$ cat src/rtl/jtgng_romrq_arb.sv
// Four-slot SDRAM read arbiter with a one-entry cache per slot.
// Cache hits are answered locally; misses are granted round-robin, one SDRAM read at a time.
module jtgng_romrq_arb #(
  parameter int AW = 22,
  parameter int DW = 32
) (
  input  logic            rst,
  input  logic            clk,
  input  logic            downloading,
  input  logic            loop_rst,
  input  logic [3:0]      slot_req,
  input  logic [4*AW-1:0] slot_addr,
  output logic [4*DW-1:0] slot_dout,
  output logic [3:0]      slot_ok,
  output logic            sdram_req,
  output logic [AW-1:0]   sdram_addr,
  input  logic            sdram_ack,
  input  logic            data_rdy,
  input  logic [DW-1:0]   data_read,
  output logic            refresh_en
);

  typedef enum logic [1:0] {
    IDLE      = 2'd0,
    WAIT_ACK  = 2'd1,
    WAIT_DATA = 2'd2
  } state_t;

  state_t        state;
  state_t        next_state;
  logic [AW-1:0] cache_addr [4];
  logic [3:0]    cache_valid;
  logic [3:0]    hit;
  logic [3:0]    pending;
  logic [1:0]    rr_ptr;
  logic [1:0]    gnt;
  logic [1:0]    sel;
  logic [1:0]    cand;
  logic          sel_vld;
  logic [AW-1:0] sel_addr;
  logic          abort;
  logic          issue;
  logic          ack_take;
  logic          fill;

  // hit and pending detection, independent of the FSM
  always_comb begin
    hit = 4'b0000;
    for (int n = 0; n < 4; n++) begin
      hit[n] = slot_req[n] && cache_valid[n] && (slot_addr[n*AW +: AW] == cache_addr[n]);
    end
    pending = slot_req & ~hit;
  end

  // round-robin pick: scan from rr_ptr + 3 down to rr_ptr so the nearest pending slot wins
  always_comb begin
    sel      = rr_ptr;
    sel_vld  = 1'b0;
    cand     = rr_ptr;
    sel_addr = '0;
    for (int i = 3; i >= 0; i--) begin
      cand    = rr_ptr + 2'(i);
      sel     = pending[cand] ? cand : sel;
      sel_vld = sel_vld | pending[cand];
    end
    for (int n = 0; n < 4; n++) begin
      sel_addr = (sel == 2'(n)) ? slot_addr[n*AW +: AW] : sel_addr;
    end
  end

  // state register
  always_ff @(posedge clk or posedge rst) begin
    if (rst) begin
      state <= IDLE;
    end else begin
      state <= next_state;
    end
  end

  // next-state logic; an abort always returns to IDLE
  always_comb begin
    abort = downloading | loop_rst;
    case (state)
      IDLE:      next_state = (sel_vld && !downloading) ? WAIT_ACK : IDLE;
      WAIT_ACK:  next_state = sdram_ack ? WAIT_DATA : WAIT_ACK;
      WAIT_DATA: next_state = data_rdy ? IDLE : WAIT_DATA;
      default:   next_state = IDLE;
    endcase
    if (abort) begin
      next_state = IDLE;
    end else begin
      next_state = next_state;
    end
  end

  // per-state actions, gated by abort so an abort always wins over ack/data
  always_comb begin
    issue    = 1'b0;
    ack_take = 1'b0;
    fill     = 1'b0;
    case (state)
      IDLE:      issue    = sel_vld && !abort;
      WAIT_ACK:  ack_take = sdram_ack && !abort;
      WAIT_DATA: fill     = data_rdy && !abort;
      default:   issue    = 1'b0;
    endcase
  end

  // SDRAM request side, round-robin pointer, refresh permission and hit flags
  always_ff @(posedge clk or posedge rst) begin
    if (rst) begin
      sdram_req  <= 1'b0;
      sdram_addr <= '0;
      gnt        <= 2'd0;
      rr_ptr     <= 2'd0;
      refresh_en <= 1'b0;
      slot_ok    <= 4'b0000;
    end else begin
      if (abort) begin
        sdram_req <= 1'b0;
      end else if (issue) begin
        sdram_req  <= 1'b1;
        sdram_addr <= sel_addr;
        gnt        <= sel;
      end else if (ack_take) begin
        sdram_req <= 1'b0;
      end
      if (fill) begin
        rr_ptr <= gnt + 2'd1;
      end
      refresh_en <= (state == IDLE) && (pending == 4'b0000) && !downloading;
      slot_ok    <= abort ? 4'b0000 : hit;
    end
  end

  // cache fill on data return; aborts invalidate every entry
  always_ff @(posedge clk or posedge rst) begin
    if (rst) begin
      cache_valid <= 4'b0000;
      slot_dout   <= '0;
      for (int n = 0; n < 4; n++) begin
        cache_addr[n] <= '0;
      end
    end else if (abort) begin
      cache_valid <= 4'b0000;
    end else if (fill) begin
      for (int n = 0; n < 4; n++) begin
        if (gnt == 2'(n)) begin
          cache_addr[n]          <= sdram_addr;
          cache_valid[n]         <= 1'b1;
          slot_dout[n*DW +: DW]  <= data_read;
        end
      end
    end
  end

endmodule

$ cat config.mk
export PLATFORM = sky130hd
export DESIGN_NAME = jtgng_romrq_arb
export DESIGN_NICKNAME = d
export VERILOG_FILES = /design/src/rtl/jtgng_romrq_arb.sv
export SDC_FILE = /design/constraint.sdc
export NUM_CORES = 1
export LEC_CHECK = 0
export ABC_CLOCK_PERIOD_IN_PS = 12500
export CAP_MARGIN = 20
export CORE_UTILIZATION = 30
export DETAILED_ROUTE_END_ITERATION = 10
export SLEW_MARGIN = 20
export SYNTH_ARGS = -nofsm -noshare
export SYNTH_HDL_FRONTEND = slang
export SYNTH_SLANG_ARGS = --single-unit
$ cat constraint.sdc
create_clock -name clk -period 12.5 [get_ports clk]
set_input_delay 3.125 -clock clk [delete_from_list [all_inputs] [get_ports clk]]
set_output_delay 3.125 -clock clk [all_outputs]
set_load 0.005 [all_outputs]
## Word-level counts from Yosys, hierarchy flattened

Cells that the tools add are included.

- $add $sub $neg: 4
- Order comparisons: 4
- Equality and inequality tests: 12
- Muxes and demuxes: 34
- Bitwise operators: 7
- Reduce and logical (&&, ||, !) cells: 35

Operators by type and width:

| cell | number |
|---|---|
| 22-bit == test | 4 |
| 22-bit 2-to-1 mux | 4 |
| 1-bit 2-to-1 mux | 15 |
| 1-bit logical AND | 14 |
| 2-bit 2-to-1 mux | 7 |
| 2-bit by 3-bit less-than comparator with 1-bit output, second input constant | 4 |
| 4-bit 2-to-1 mux | 3 |
| 3-bit AND reduction | 4 |
| 2-bit == test, second input constant | 5 |
| 2-bit AND reduction | 5 |
| 2-bit nonzero test | 5 |
| 1-bit binary-select mux with 2-bit select | 4 |
| 2-bit by 1-bit == test with 1-bit output, second input constant | 3 |
| 2-bit logical NOT | 3 |
| 2-bit case mux with 3 select lines | 1 |
| 2-bit by 1-bit adder with 2-bit output, second input constant | 2 |
| 2-bit adder, second input constant | 2 |
| 4-bit bitwise AND | 1 |
| 4-bit logical NOT | 1 |
| 4-bit inverter | 1 |
| 1-bit bitwise OR | 4 |
| 3-bit nonzero test | 1 |
| 1-bit logical NOT | 2 |
| 1-bit inverter | 1 |

- Bits in registers: 254
- Bits of input ports: 130
- Logic and storage cells: 115

## Depth between registers and ports, before layout

- Word-level depth: 15
- Mapped depth: 11

## Least setup slack after synthesis

Ideal clock, no wire load.

- Kind: input port to flip-flop
- Start point: in slot_addr[2]
- End point: reg sdram_addr[10]
- Setup time: 132 ps
- Data arrival time: 5,099 ps
- Required time: 12,368 ps
- Path slack: 7,269 ps
- Stages on the path: 10
- Buffers on the path: 2
- Cells stage by stage: xor2_1 -> nor4_1 -> nand4_1 -> o31ai_4 -> o21ai_1 -> a222oi_1 -> buf_6 -> buf_12 -> mux2i_1 -> o221ai_2

- Word-level cells in the longest chain between the ends: 15

Ends and longest elaborated chain:

| item | RTL line | RTL |
|---|---|---|
| start, declared | 12 | `input logic [4*AW-1:0] slot_addr,` |
| 22-bit == test (*) | 50 | `hit[n] = slot_req[n] && cache_valid[n] && (slot_addr[n*AW +: AW] == cache_addr[n]);` |
| 1-bit logical AND (*) | 50 |  |
| 4-bit inverter (*) | 52 | `pending = slot_req & ~hit;` |
| 4-bit bitwise AND (*) | 52 |  |
| 1-bit binary-select mux with 2-bit select | 63, 64 |  |
| 1-bit 2-to-1 mux (implied by the code) | 63, 64 |  |
| 2-bit 2-to-1 mux (4 in a row) | 63 | `sel = pending[cand] ? cand : sel;` |
| 2-bit logical NOT | 67 | `sel_addr = (sel == 2'(n)) ? slot_addr[n*AW +: AW] : sel_addr;` |
| 22-bit 2-to-1 mux (4 in a row) | 67 |  |
| end signal, assigned | 123 | `sdram_addr <= sel_addr;` |
| end, declared | 16 | `output logic [AW-1:0] sdram_addr,` |

Mark *: on every way between the ends. The rest lies on a longest branch, timed or not. The select of a mux whose other input is x is not followed.
A chain may end at the register's enable or synchronous reset.

## Worst setup path after layout

- Start point: in slot_req[1]
- End point: reg sdram_addr[13]

- Word-level cells in the longest chain between the ends: 15

Ends and longest elaborated chain:

| item | RTL line | RTL |
|---|---|---|
| start, declared | 11 | `input logic [3:0] slot_req,` |
| 1-bit logical AND (2 in a row) | 50 |  |
| 4-bit inverter | 52 |  |
| 4-bit bitwise AND (*) | 52 |  |
| 1-bit binary-select mux with 2-bit select | 63, 64 |  |
| 1-bit 2-to-1 mux (implied by the code) | 63, 64 |  |
| 2-bit 2-to-1 mux (4 in a row) | 63 |  |
| 2-bit logical NOT | 67 |  |
| 22-bit 2-to-1 mux (4 in a row) | 67 |  |

Marked as above.

==> impl_metrics.json <==
{
  "status": "completed",
  "nFillCells": 3416,
  "core_sq_mm": 0.0368,
  "critPathMaxFanout": 26,
  "die_x_microns": 196,
  "finalSetupViolations": 0,
  "overflow": 0,
  "dp.cells": 1514,
  "hold_viol": 0,
  "syn-num-nets": 919,
  "critPathArrivalTime_ps": 7280,
  "yosysTopAreaCell": "dfrtp_1",
  "tritoncts": "built",
  "ys_types": 41,
  "seqPwrFrac_pct": 45.3,
  "ios": 286,
  "viasPerCell": 4.79,
  "p_int_mw": 1.50,
  "dp_slack_ps": 4980,
  "vias": 7490,
  "end_kind": "register",
  "synth_top_area_share_pct": 56.5,
  "r2r_end": "sdram_addr[13]",
  "globalplace.congestion": 0.811,
  "power.density_mw_per_mm2": 130,
  "wl_mm": 34.8,
  "synth_most_common_cell": "dfrtp_1",
  "maxSlewViolCount": 0,
  "ys_seq_area_share_pct": 56.5,
  "clock_sinks": 254,
  "drive_gt1_share_pct": 27.8,
  "leakagePower_nw": 7.29,
  "start_kind": "primary input",
  "p_comb_share_pct": 13.2,
  "fin_crit_ps": 6870,
  "yosys_warnings": 0,
  "drt_pass1_iterations": 4,
  "syn_area_per_cell_sq_um": 14.3,
  "port_buffers": 285,
  "grt_max_degree": 122,
  "hpwlAfterDp_mm": 24.9,
  "synthTopCellsByCount": "dfrtp_1, mux2_2, xor2_1",
  "p_total_mw": 2.01,
  "r2r_cells": 10,
  "syn_area_sq_mm": 0.0112,
  "r2r_setup_slack_ps": 8350,
  "clock_latency_ps": 550,
  "max-vdd-ir-drop_uv": 100,
  "fin_cells": 1565,
  "clock-skew-final_ps": 14.8,
  "dieArea_sq_mm": 0.0383,
  "num_rows": 70,
  "critPathRequiredTime_ps": 12910,
  "post-route-util_pct": 42.1,
  "synth_area_leaders": "dfrtp_1, mux2_2, xor2_1",
  "clk_path_buf_depth": 3,
  "power_frac_clock_pct": 41.4,
  "setup_slack_ps": 5630,
  "finalSetupTns_ps": 0,
  "ant_nets": 0,
  "syn_inst": 785,
  "hp-class": "reg2reg",
  "htreeDepth": 1,
  "drc": 0,
  "wire_per_inst_microns": 22.2,
  "grt_pass1_wl_mm": 52.2,
  "tightestPinTransition_ps": 985,
  "slew_headroom_pct": 34.4,
  "hold_path_end": "cache_valid[0]",
  "min_path_cells": 2,
  "die_h_microns": 196,
  "antenna_found_initial": 4,
  "rsz0062_at_grt": "false",
  "post-cts-setup-buffers": 0,
  "hp-start": "cache_valid[0]",
  "cts_resized": 0,
  "clock.fmax_ghz": 0.146,
  "numCtsBuffers": 29,
  "area_growth_pct": 37.7,
  "drt_iter0_markers": 307,
  "track_usage_pct": 18.2,
  "swShare_pct": 25.2,
  "clk_pin_slew_worst_paths_ps": 60,
  "first_global_vias": 8160,
  "fin_nets": 1211,
  "cts_root_buffer": "clkbuf_16",
  "cap_violations": 0,
  "synth_edf_count": 0,
  "start_util_pct": 30.6,
  "synth-seq-cells": 254,
  "hold_buffers": 0,
  "period_share_pct": 55.0,
  "p_sw_uw": 506,
  "async_flop_share_pct": 100,
  "crit_type": "in2reg",
  "synth_flop_cell": "dfrtp_1",
  "r2r_start": "cache_addr[47]"
}
-- kinds of logic after synthesis --
| kind of cell | Yosys count | synth area share (%) |
|---|---|---|
| mux | 261 | 25.6 |
| flops | 254 | 56.5 |
| simple gates | 96 | 4.10 |
| xor+xnor | 88 | 6.85 |
| buf+inv | 42 | 2.26 |
| compound gates | 40 | 4.20 |
| fa+ha+maj | 4 | 0.445 |
-- flip-flops by register name, summed over array words and instances, names as in the netlist --
name,flops
slot_dout,128
cache_addr,88
sdram_addr,22
cache_valid,4
slot_ok,4
gnt,2
rr_ptr,2
state,2
refresh_en,1
sdram_req,1
-- worst max-delay path by stage --
stage	start	end	slack [ps]	cells past startpoint
2_1_floorplan	rst	cache_addr[0]	2390	1
3_3_place_gp	slot_req[1]	sdram_addr[6]	5070	11
3_5_place_dp	slot_req[1]	sdram_addr[8]	4980	11
4_1_cts	slot_req[1]	sdram_addr[13]	5570	11
5_1_grt	slot_req[1]	sdram_addr[13]	5540	11
6_report	slot_req[1]	sdram_addr[13]	5630	11
-- worst max-delay path, cell delays in order --
cell and delay [ps]:
clkdlybuf4s50_1 590, nand2_1 140, nor4_1 540, nand2_1 210, o41ai_4 470, and2_2 250, nand3_1 190, nand2_2 520
nand2b_1 690, buf_4 390, o221ai_2 140
-- placed cells by master, fill, tap and decap left out, types with 2 or more instances in the layout --
master	n
a21oi_1	3
a31oi_1	2
buf_4	10
clkbuf_1	4
clkbuf_16	29
clkbuf_8	9
clkdlybuf4s50_1	285
clkinv_2	5
dfrtp_1	254
ha_1	4
inv_1	7
mux2_2	217
mux2i_1	44
nand2_1	45
nand2_2	5
nand3_1	3
nand4_1	8
nor2_1	7
nor3_1	3
nor4_1	18
o21ai_0	2
o21ai_1	2
o221ai_1	2
o221ai_2	20
xnor2_1	30
xor2_1	58
-- power groups by stage --
stage / Sequential (mW) / Clock, mW / Combinational, mW
global route: 0.917 / 0.895 / 0.289
detailed placement: 0.925 / 0 / 0.271
floorplan: 0.910 / 0 / 0.122
global placement: 0.924 / 0 / 0.268
finish: 0.911 / 0.833 / 0.266
CTS: 0.911 / 0.863 / 0.272
-- stage by stage --
stage,instance area (sq um),hold slack (ps)
2_1_floorplan,11200,447
3_3_place_gp,14600,458
3_5_place_dp,14600,465
4_1_cts,15500,481
5_1_grt,15500,513
6_report,15500,481
-- layer usage --
layer	global-route usage (%)	routed length (microns)	vias to the layer above
li1	-	-	3388
met1	23.2	15000	3762
met2	29.3	15700	282
met3	6.34	3210	52
met4	5.07	833	6
met5	0	39	-
-- final cells by class --
type | count | area (sq um) | area share (%)
flip-flops and latches | 254 | 6360 | 41.0
inverters | 8 | 37.5 | 0.242
well taps | 468 | 586 | 3.78
clock inverters | 8 | 71.3 | 0.460
clock buffers | 42 | 865 | 5.58
multi-input cells | 489 | 4650 | 30.0
diodes | 1 | 2.50 | 0.0161
repair buffers | 295 | 2930 | 18.9
Power figures use the tool's default switching activity.
